===== src/rtl/rvx_branch_predictor.sv =====
// rvx_branch_predictor
//   Direct-mapped branch target buffer with per-entry saturating counters.
//   Fetch side looks up if_pc combinationally; execute side trains the table
//   with resolved control transfers and raises a redirect on mispredicts.
//   A clr_req pulse starts a one-entry-per-cycle invalidation sweep.
//
// Ports
//   clk, reset_n                      clock, async active-low reset
//   if_pc -> pred_taken, pred_target  fetch lookup
//   ex_valid, ex_pc, ex_target,
//   ex_taken, ex_pred_taken,
//   ex_pred_target -> ex_mispredict   execute-stage resolution / training
//   clr_req -> busy                   table invalidation sweep
//   stat_lookups/updates/mispredicts  performance counters
//
// Configuration
//   RVX_BP_STATS_EN  defined: performance counters implemented;
//                    undefined: stat_* tied to zero, no counter flops.
module rvx_branch_predictor #(
  parameter int XLEN     = 32,
  parameter int ENTRIES  = 64,
  parameter int CTR_BITS = 2,
  parameter int TAG_BITS = 8
) (
  input  logic            clk,
  input  logic            reset_n,
  input  logic [XLEN-1:0] if_pc,
  output logic            pred_taken,
  output logic [XLEN-1:0] pred_target,
  input  logic            ex_valid,
  input  logic [XLEN-1:0] ex_pc,
  input  logic [XLEN-1:0] ex_target,
  input  logic            ex_taken,
  input  logic            ex_pred_taken,
  input  logic [XLEN-1:0] ex_pred_target,
  output logic            ex_mispredict,
  input  logic            clr_req,
  output logic            busy,
  output logic [31:0]     stat_lookups,
  output logic [31:0]     stat_updates,
  output logic [31:0]     stat_mispredicts
);
  localparam int IDX_W  = $clog2(ENTRIES);
  localparam int TAG_LO = IDX_W + 2;
  localparam logic [CTR_BITS-1:0] CTR_WEAK = CTR_BITS'(2 ** (CTR_BITS - 1));

  typedef logic [IDX_W-1:0] idx_t;
  typedef enum logic {S_IDLE, S_SWEEP} state_e;

  state_e              state_q;
  logic                busy_q;
  idx_t                sweep_q;
  logic [ENTRIES-1:0]  valid_q;
  logic [TAG_BITS-1:0] tag_q [ENTRIES];
  logic [CTR_BITS-1:0] ctr_q [ENTRIES];
  logic [XLEN-1:0]     tgt_q [ENTRIES];

  idx_t                if_idx, ex_idx;
  logic [TAG_BITS-1:0] if_tag, ex_tag;
  logic                if_hit, ex_hit, upd_ok;
  logic [CTR_BITS-1:0] ctr_d;

  assign if_idx = if_pc[IDX_W+1:2];
  assign if_tag = if_pc[TAG_LO+TAG_BITS-1:TAG_LO];
  assign ex_idx = ex_pc[IDX_W+1:2];
  assign ex_tag = ex_pc[TAG_LO+TAG_BITS-1:TAG_LO];

  // PC bits outside index/tag never participate in training.
  logic unused_ex_pc;
  assign unused_ex_pc = ^{ex_pc[1:0], ex_pc[XLEN-1:TAG_LO+TAG_BITS]};

  // Lookup reads pre-update contents: no write-to-read bypass.
  assign if_hit      = valid_q[if_idx] && (tag_q[if_idx] == if_tag);
  assign pred_taken  = if_hit && ctr_q[if_idx][CTR_BITS-1] && !busy_q;
  assign pred_target = pred_taken ? tgt_q[if_idx] : if_pc + XLEN'(4);

  assign ex_mispredict = ex_valid && ((ex_pred_taken != ex_taken) ||
                                      (ex_taken && (ex_pred_target != ex_target)));

  // Training is dropped in the clr_req cycle and for the whole sweep.
  assign ex_hit = valid_q[ex_idx] && (tag_q[ex_idx] == ex_tag);
  assign upd_ok = ex_valid && (state_q == S_IDLE) && !clr_req;
  assign busy   = busy_q;

  always_comb begin
    ctr_d = ctr_q[ex_idx];
    if (ex_taken && (ctr_q[ex_idx] != '1))       ctr_d = ctr_q[ex_idx] + CTR_BITS'(1);
    else if (!ex_taken && (ctr_q[ex_idx] != '0)) ctr_d = ctr_q[ex_idx] - CTR_BITS'(1);
  end

  // Payload arrays: no reset, qualified by valid_q.
  always_ff @(posedge clk) begin
    if (upd_ok) begin
      if (ex_hit) begin
        ctr_q[ex_idx] <= ctr_d;
        if (ex_taken) tgt_q[ex_idx] <= ex_target;
      end else if (ex_taken) begin
        tag_q[ex_idx] <= ex_tag;
        ctr_q[ex_idx] <= CTR_WEAK;
        tgt_q[ex_idx] <= ex_target;
      end
    end
  end

  // Control FSM plus valid bits. busy_q mirrors SWEEP so it is registered.
  always_ff @(posedge clk or negedge reset_n) begin
    if (!reset_n) begin
      state_q <= S_IDLE;
      busy_q  <= 1'b0;
      sweep_q <= '0;
      valid_q <= '0;
    end else begin
      case (state_q)
        S_IDLE: begin
          if (clr_req) begin
            state_q <= S_SWEEP;
            busy_q  <= 1'b1;
            sweep_q <= '0;
          end else if (upd_ok && !ex_hit && ex_taken) begin
            valid_q[ex_idx] <= 1'b1;
          end
        end
        S_SWEEP: begin
          valid_q[sweep_q] <= 1'b0;
          sweep_q          <= sweep_q + idx_t'(1);
          if (sweep_q == idx_t'(ENTRIES - 1)) begin
            state_q <= S_IDLE;
            busy_q  <= 1'b0;
          end
        end
        default: begin
          state_q <= S_IDLE;
          busy_q  <= 1'b0;
        end
      endcase
    end
  end

`ifdef RVX_BP_STATS_EN
  logic [31:0] lk_q, up_q, mp_q;

  always_ff @(posedge clk or negedge reset_n) begin
    if (!reset_n) begin
      lk_q <= '0;
      up_q <= '0;
      mp_q <= '0;
    end else begin
      if (!busy_q)       lk_q <= lk_q + 32'd1;
      if (upd_ok)        up_q <= up_q + 32'd1;
      if (ex_mispredict) mp_q <= mp_q + 32'd1;
    end
  end

  assign stat_lookups     = lk_q;
  assign stat_updates     = up_q;
  assign stat_mispredicts = mp_q;
`else
  assign stat_lookups     = 32'd0;
  assign stat_updates     = 32'd0;
  assign stat_mispredicts = 32'd0;
`endif

endmodule


===== config.mk =====
export PLATFORM = sky130hd
export DESIGN_NAME = rvx_branch_predictor
export DESIGN_NICKNAME = d
export VERILOG_FILES = /design/src/rtl/rvx_branch_predictor.sv
export SDC_FILE = /design/constraint.sdc
export NUM_CORES = 2
export LEC_CHECK = 0
export BUFFER_PORTS_ARGS = -buffer_cell sky130_fd_sc_hd__buf_2
export CAP_MARGIN = 10
export CORE_ASPECT_RATIO = 1.4
export CORE_UTILIZATION = 50
export CTS_BUF_LIST = sky130_fd_sc_hd__clkbuf_4 sky130_fd_sc_hd__clkbuf_8
export DETAILED_ROUTE_END_ITERATION = 8
export PLACE_DENSITY = 0.75
export SLEW_MARGIN = 30
export SYNTH_ARGS = -nofsm -noshare
export SYNTH_HDL_FRONTEND = slang
export SYNTH_SLANG_ARGS = --single-unit

===== constraint.sdc =====
create_clock -name clk -period 6 [get_ports clk]
set_input_delay 1.2 -clock clk [delete_from_list [all_inputs] [get_ports clk]]
set_output_delay 1.2 -clock clk [all_outputs]
set_load 0.03 [all_outputs]

Yosys cells after proc, flatten, opt, wreduce, memory -nomap -nowiden
Memory sizes are Yosys's and may differ from the RTL's.
Index checks and enable logic that the tools add are counted.
{ "op_classes": {"n_lt_le_gt_ge": 5, "muxes": 34, "eq_ne": 10, "bitwise": 6, "n_addsub": 4, "reduce_logical": 22} }
{ "ops": {"columns": ["operator", "n"], "rows": [
  ["$mux W64", 2],
  ["$pmux W64 S2", 1],
  ["$and A64 B64 Y64", 1],
  ["$mux W32", 2],
  ["$not A64 Y64", 1],
  ["$or A64 B64 Y64", 1],
  ["$add A32 B3 Y32 const B", 1],
  ["$ne A32 B32 Y1", 1],
  ["$lt A6 B7 Y1 const B", 3],
  ["$mux W1", 18],
  ["$eq A8 B8 Y1", 2],
  ["$logic_and A1 B1 Y1", 14],
  ["$bmux W1 S6", 2],
  ["$demux W1 S6", 2],
  ["$ge A6 B1 Y1 const B", 2],
  ["$pmux W6 S2", 1],
  ["$add A6 B1 Y6 const B", 1],
  ["$eq A6 B6 Y1 const B", 1],
  ["$mux W2", 3],
  ["$mux W6", 1],
  ["$ne A2 B2 Y1 const B", 3],
  ["$logic_not A1 Y1", 4],
  ["$ne A2 B1 Y1 const B", 2],
  ["$pmux W1 S2", 2],
  ["other kinds (8)", 10]
]} }
{ "totals": {"elab_cells": 88, "ramBits": 2688, "output_inout_bits": 131, "ff_bits": 72, "in_bits": 134, "n_memories": 3} }
{ "memory_table": {"columns": ["memory", "words", "width", "rd", "rd_ports_with_merged_regs", "write_ports", "line", "rtl"], "rows": [
  ["tgt_q", 64, 32, 1, 0, 1, "56", "logic [XLEN-1:0] tgt_q [ENTRIES];"],
  ["tag_q", 64, 8, 2, 0, 1, "54", "logic [TAG_BITS-1:0] tag_q [ENTRIES];"],
  ["ctr_q", 64, 2, 2, 0, 1, "55", "logic [CTR_BITS-1:0] ctr_q [ENTRIES];"]
]} }

Longest topological paths before layout
{ "depth": {"ltp_word": 9, "mapped_depth": 19, "mapped_depth_nobuf": 13} }

Worst setup path after synthesis
Ideal clock, no wire load.
{ "synth_path": {"path_kind": "input to register", "from": "in ex_pc[3]", "to": "mem ctr_q[0][1], data pin", "setup_slack_ns": -0.942, "path_buffers": 7, "setup_ns": 0.702, "cell_stages": 16, "arrival_ns": 6.240, "required_ns": 5.298, "path_cell_list": "buf_2 > buf_4 > buf_6 > buf_6 > buf_2 > mux2i_1 > o2bb2ai_1 > a221oi_1 > o22ai_1 > nor4_1 > xnor2_1 > nor2_1 > o2111a_1 > buf_2 > buf_2 > o21ai_0"} }
{ "synth_via": {"elab_chain_cells": 7, "word_cells_on_any_way": 18, "classes_between": "add/sub (2); eq/ne (2); mux (8); reduce/logical (4); memory (2)"} }
{ "synth_rtl": {"columns": ["element", "line", "rtl"], "rows": [
  ["from (decl)", "31", "input logic [XLEN-1:0] ex_pc,"],
  ["$mem_v2 Z64 W8 / $bmux W1 S6 (equally long branches)", null, null],
  ["$eq A8 B8 Y1 / $mux W1 (equally long branches)", "81", "assign ex_hit = valid_q[ex_idx] && (tag_q[ex_idx] == ex_tag);"],
  ["$logic_and A1 B1 Y1", "81", null],
  ["$mux W1", "94", "if (ex_hit) begin"],
  ["$mux W1", "93", "if (upd_ok) begin"],
  ["$mux W1 (implied by the code)", "99", "ctr_q[ex_idx] <= CTR_WEAK;"],
  ["$mux W2 (no line) *", null, null],
  ["to (decl)", "55", null]
]} }
Every way passes the cells marked *; elsewhere a longest branch is shown, timed or not. The select of a mux whose other input is x is not followed.

Final worst setup path
{ "layout_path": {"from": "in if_pc[3]", "to": "out pred_target[9]"} }
{ "layout_via": {"elab_chain_cells": 6, "word_cells_on_any_way": 11, "classes_between": "add/sub (1); eq/ne (1); mux (3); reduce/logical (3); memory (3)"} }
{ "layout_rtl": {"columns": ["element", "line", "rtl"], "rows": [
  ["from (decl)", "27", "input logic [XLEN-1:0] if_pc,"],
  ["$mem_v2 Z64 W8 / $bmux W1 S6 (equally long branches)", null, null],
  ["$eq A8 B8 Y1 / $mux W1 (equally long branches)", "73", "assign if_hit = valid_q[if_idx] && (tag_q[if_idx] == if_tag);"],
  ["$logic_and A1 B1 Y1", "73", null],
  ["$logic_and A1 B1 Y1 (2 in a row)", "74", "assign pred_taken = if_hit && ctr_q[if_idx][CTR_BITS-1] && !busy_q;"],
  ["$mux W32 *", "75", "assign pred_target = pred_taken ? tgt_q[if_idx] : if_pc + XLEN'(4);"],
  ["to (decl)", "29", "output logic [XLEN-1:0] pred_target,"]
]} }
Marked as above.

==> key figures <==
Worst setup path
  – Critical path class: in -> out
  – Crit path DAT: 4.85 ns
  – Critical Path End Type: primary output
  – Peak fanout along the critical path: 20
  – Startpoint types: input port
  – Critical Path RT: 4.80 ns

Run status
  – Failing checks: negative setup slack
  – Status: finished, violations left

Synth
  – Post-Syn Area: 114300 µm²
  – Main synth FF type: edfxtp_1
  – Yosys warnings: 0
  – Synth unique cells: 76
  – Synth Area in Adders: 0.04379%
  – Cells after Synth: 5678
  – Simple-Gate Fraction of Synth Area: 2.587%
  – Synth Area in XOR/XNOR: 0.6284%
  – Largest family of logic cells by synthesized area: multiplexers
  – Number of flops mapped to enable cells by yosys: 2688
  – Leading area contributor after synthesis: edfxtp_1
  – Area fraction of the dominant cell type after synthesis: 70.63%
  – Synth top area cells: edfxtp_1, mux4_2, dfrtp_1
  – Async set-reset flop share out of synthesis: 2.609%
  – Syn Area/Cell: 20.13 µm²
  – Synth Area in Compound Gates: 4.165%
  – Mux share of post-synthesis cell area: 17.91%
  – Seq cells post-synth: 2760
  – Sequential cell area fraction in the yosys report: 72.20%

Power
  – VDD IR max: 0.0003163 V
  – Pwr Total: 39.95 mW
  – Power density cells: 305.8 nW/µm²
  – Leakage: 41.94 nW

Timing
  – Achievable Freq: 165.3 MHz
  – Min cycle time layout: 6.051 ns
  – RSZ-0062 raised after global routing: true
  – Final WS setup: -0.05084 ns
  – Final Cycle Share: 100.8%
  – Post-route setup TNS: -0.6668 ns
  – Final Hold Fails: 0
  – Final setup fails: 26
  – Max-slew violations: 0
  – Clk_skew: 0.07338 ns
  – Least-Margin Pin Slew: 1.090 ns
  – Worst slew margin: 26.88%

Final layout
  – Cell Count, Final, Fillers Out: 9711
  – Layout cells sized above 1: 33.97%
  – Nets: 6502
  – # fillers: 16330
  – Final core area utilization: 57.50%
  – Footprint of the multi-input gates: 29870 µm²
  – Register Area: 82520 µm²
  – Area grow syn2layout: 14.28%
  – Post-Layout Inst Area: 130600 µm²

Global route
  – First-pass GRT wire length: 491.5 mm
  – Vias in the first global route: 65110
  – Global Route Usage Sum: 30.79%
  – Total gr overflow: 0
  – Initial antenna violation count: 26
  – Pin count of the biggest net entering global routing: 117

Worst hold path
  – Hold Crit Class: in -> reg

Floorplan
  – Chip width: 406.1 µm
  – I/O pin count: 265
  – Starting Density: 50.32%
  – Rows: 207
  – Die area: 230500 µm²
  – Die height: 567.7 µm
  – Core Region: 227100 µm²

Routing
  – Routed vias/inst: 6.747
  – DRC Markers: 0
  – Post-route ant nets: 0
  – Initial DRC count: 9652
  – WL per Instance: 36.70 µm
  – Final wirelength: 356.4 mm
  – Via count: 65520
  – Iteration count of the initial detailed-routing pass: 7

CTS
  – Root Buffer: clkbuf_8
  – Worst-Skew Late Latency: 1.00 ns
  – Clk sinks: 2760
  – Reg clk slew, reported paths: 0.06 ns
  – CTS max path bufs: 4
  – CTS Buf Count: 395
  – CTS tree: yes
  – H-tree Lvls: 5

Placed design
  – GP Congestion: 1.019
  – Detailed placement HPWL: 221.5 mm
  – DP Cell Count: 8985
  – I/O Buffers: 150
  – Placed Area: 122500 µm²

Flow run
  – Max_cap viols: 0
cells in the mapped netlist, types with 38 or more instances:
library cell and n:
nand3_1 89, mux4_2 806, dfrtp_1 72, a221oi_1 61, buf_4 153, o22ai_1 44, clkbuf_1 171, mux2i_1 146
nor2_1 126, mux2_2 55, a21oi_1 95, o21ai_0 115, nand2_1 170, buf_1 51, xor2_1 39, edfxtp_1 2688
xnor2_1 43, a22oi_1 102, nor3_1 53, buf_2 85, o31ai_1 38
worst paths after layout:
check | startpoint | end | slack, ns | depth (start not counted)
max | if_pc[3] | pred_target[9] | -0.05 | 14
min | clr_req | sweep_q[4] | 0.48 | 2
max reg2reg | valid_q[29] | tag_q[44][3] | 1.97 | 12
min reg2reg | valid_q[37] | valid_q[37] | 0.51 | 2
max in group asynchronous | reset_n | valid_q[46] | 4.45 | 4
min in group asynchronous | reset_n | valid_q[19] | 0.71 | 2
per-stage QoR:
| stage | hold WS (ns) | setup WS (ns) |
|---|---|---|
| after global placement | 0.5015 | -0.2960 |
| after floorplan | 0.4618 | 0.1607 |
| after CTS | 0.4412 | 0.004239 |
| after global routing | 0.4990 | -0.09430 |
| final | 0.4816 | -0.05084 |
| after detailed placement | 0.4973 | -0.2485 |
flip-flops by register name, summed over array words and instances, names as in the netlist:
register	cells
state_q	1
tgt_q	2048
ctr_q	128
busy	1
valid_q	64
tag_q	512
sweep_q	6
placed cells by master, fill, tap and decap left out, types with 24 or more instances in the layout:
master | Yosys | layout
mux4_2 | 806 | 806
edfxtp_1 | 2688 | 2688
clkbuf_4 | 0 | 81
o22ai_1 | 44 | 44
nor2_1 | 126 | 63
buf_2 | 85 | 136
buf_4 | 153 | 397
clkinv_1 | 1 | 107
a22o_1 | 27 | 27
a31oi_1 | 30 | 29
xor2_1 | 39 | 39
a21oi_1 | 95 | 94
buf_12 | 0 | 117
clkbuf_8 | 0 | 401
a221oi_1 | 61 | 60
a22oi_1 | 102 | 102
nand3_1 | 89 | 88
mux2_2 | 55 | 55
nor2b_1 | 26 | 25
nand4_1 | 24 | 24
nor3_1 | 53 | 48
nor2_4 | 0 | 47
nand2_1 | 170 | 170
o21ai_0 | 115 | 113
mux2i_1 | 146 | 143
dfrtp_1 | 72 | 72
xnor2_1 | 43 | 43
conb_1 | 1 | 96
a211oi_1 | 34 | 31
clkinv_2 | 0 | 67
o31ai_1 | 38 | 38
critical path, cell delays in order:
cell and delay, ns:
buf_8 0.24, buf_4 0.29, mux4_2 0.53, mux2i_2 0.34, o2bb2ai_4 0.18, a21oi_1 0.07
buf_4 0.17, xnor2_1 0.13, a21oi_1 0.10, nor4_2 0.38, and3_4 0.27, buf_12 0.19
mux2_2 0.48, buf_2 0.22
final cells by class:
type                    count  area share [%]
clock buffers             481           4.685
multi-input cells        2494           22.87
flip-flops and latches   2760           63.18
inverters                  34          0.1035
well taps                3030           2.903
clock inverters           219           1.183
repair buffers            679           5.047
diodes                     14         0.02682
repair_timing:
action	4_1_cts	5_1_grt
endpoints found under the hold margin	7	0
hold buffers	1	0
setup endpoints to repair	31	30
setup buffers	4	0
pin swaps	1	2
gates cloned	4	0
gates resized for setup	26	9
power by group:
group	switching (mW)	leakage, nW	internal [mW]
registers	0.275	25.0	21.4
logic	2.11	12.9	1.31
clock network	7.22	4.01	7.60
total	9.60	41.9	30.3
routing by layer:
| layer | vias up | share of wire (%) | global-route usage [%] |
|---|---|---|---|
| li1 | 25190 | - | - |
| met1 | 33850 | 32 | 36.85 |
| met2 | 5204 | 48 | 48.62 |
| met3 | 1255 | 12 | 7.905 |
| met4 | 24 | 8.3 | 21.95 |
| met5 | - | 0.039 | 0 |
cells by family (layout without fill, tap and decap cells):
kind of cell | Yosys count | after routing
compound gates | 682 | 682
fa+ha+maj | 4 | 4
mux | 1028 | 1028
xor+xnor | 82 | 82
flops | 2760 | 2760
simple gates | 602 | 602
buf+inv | 519 | 1413
other cells | 1 | 110
No activity file was read; power rests on OpenSTA's default activity.
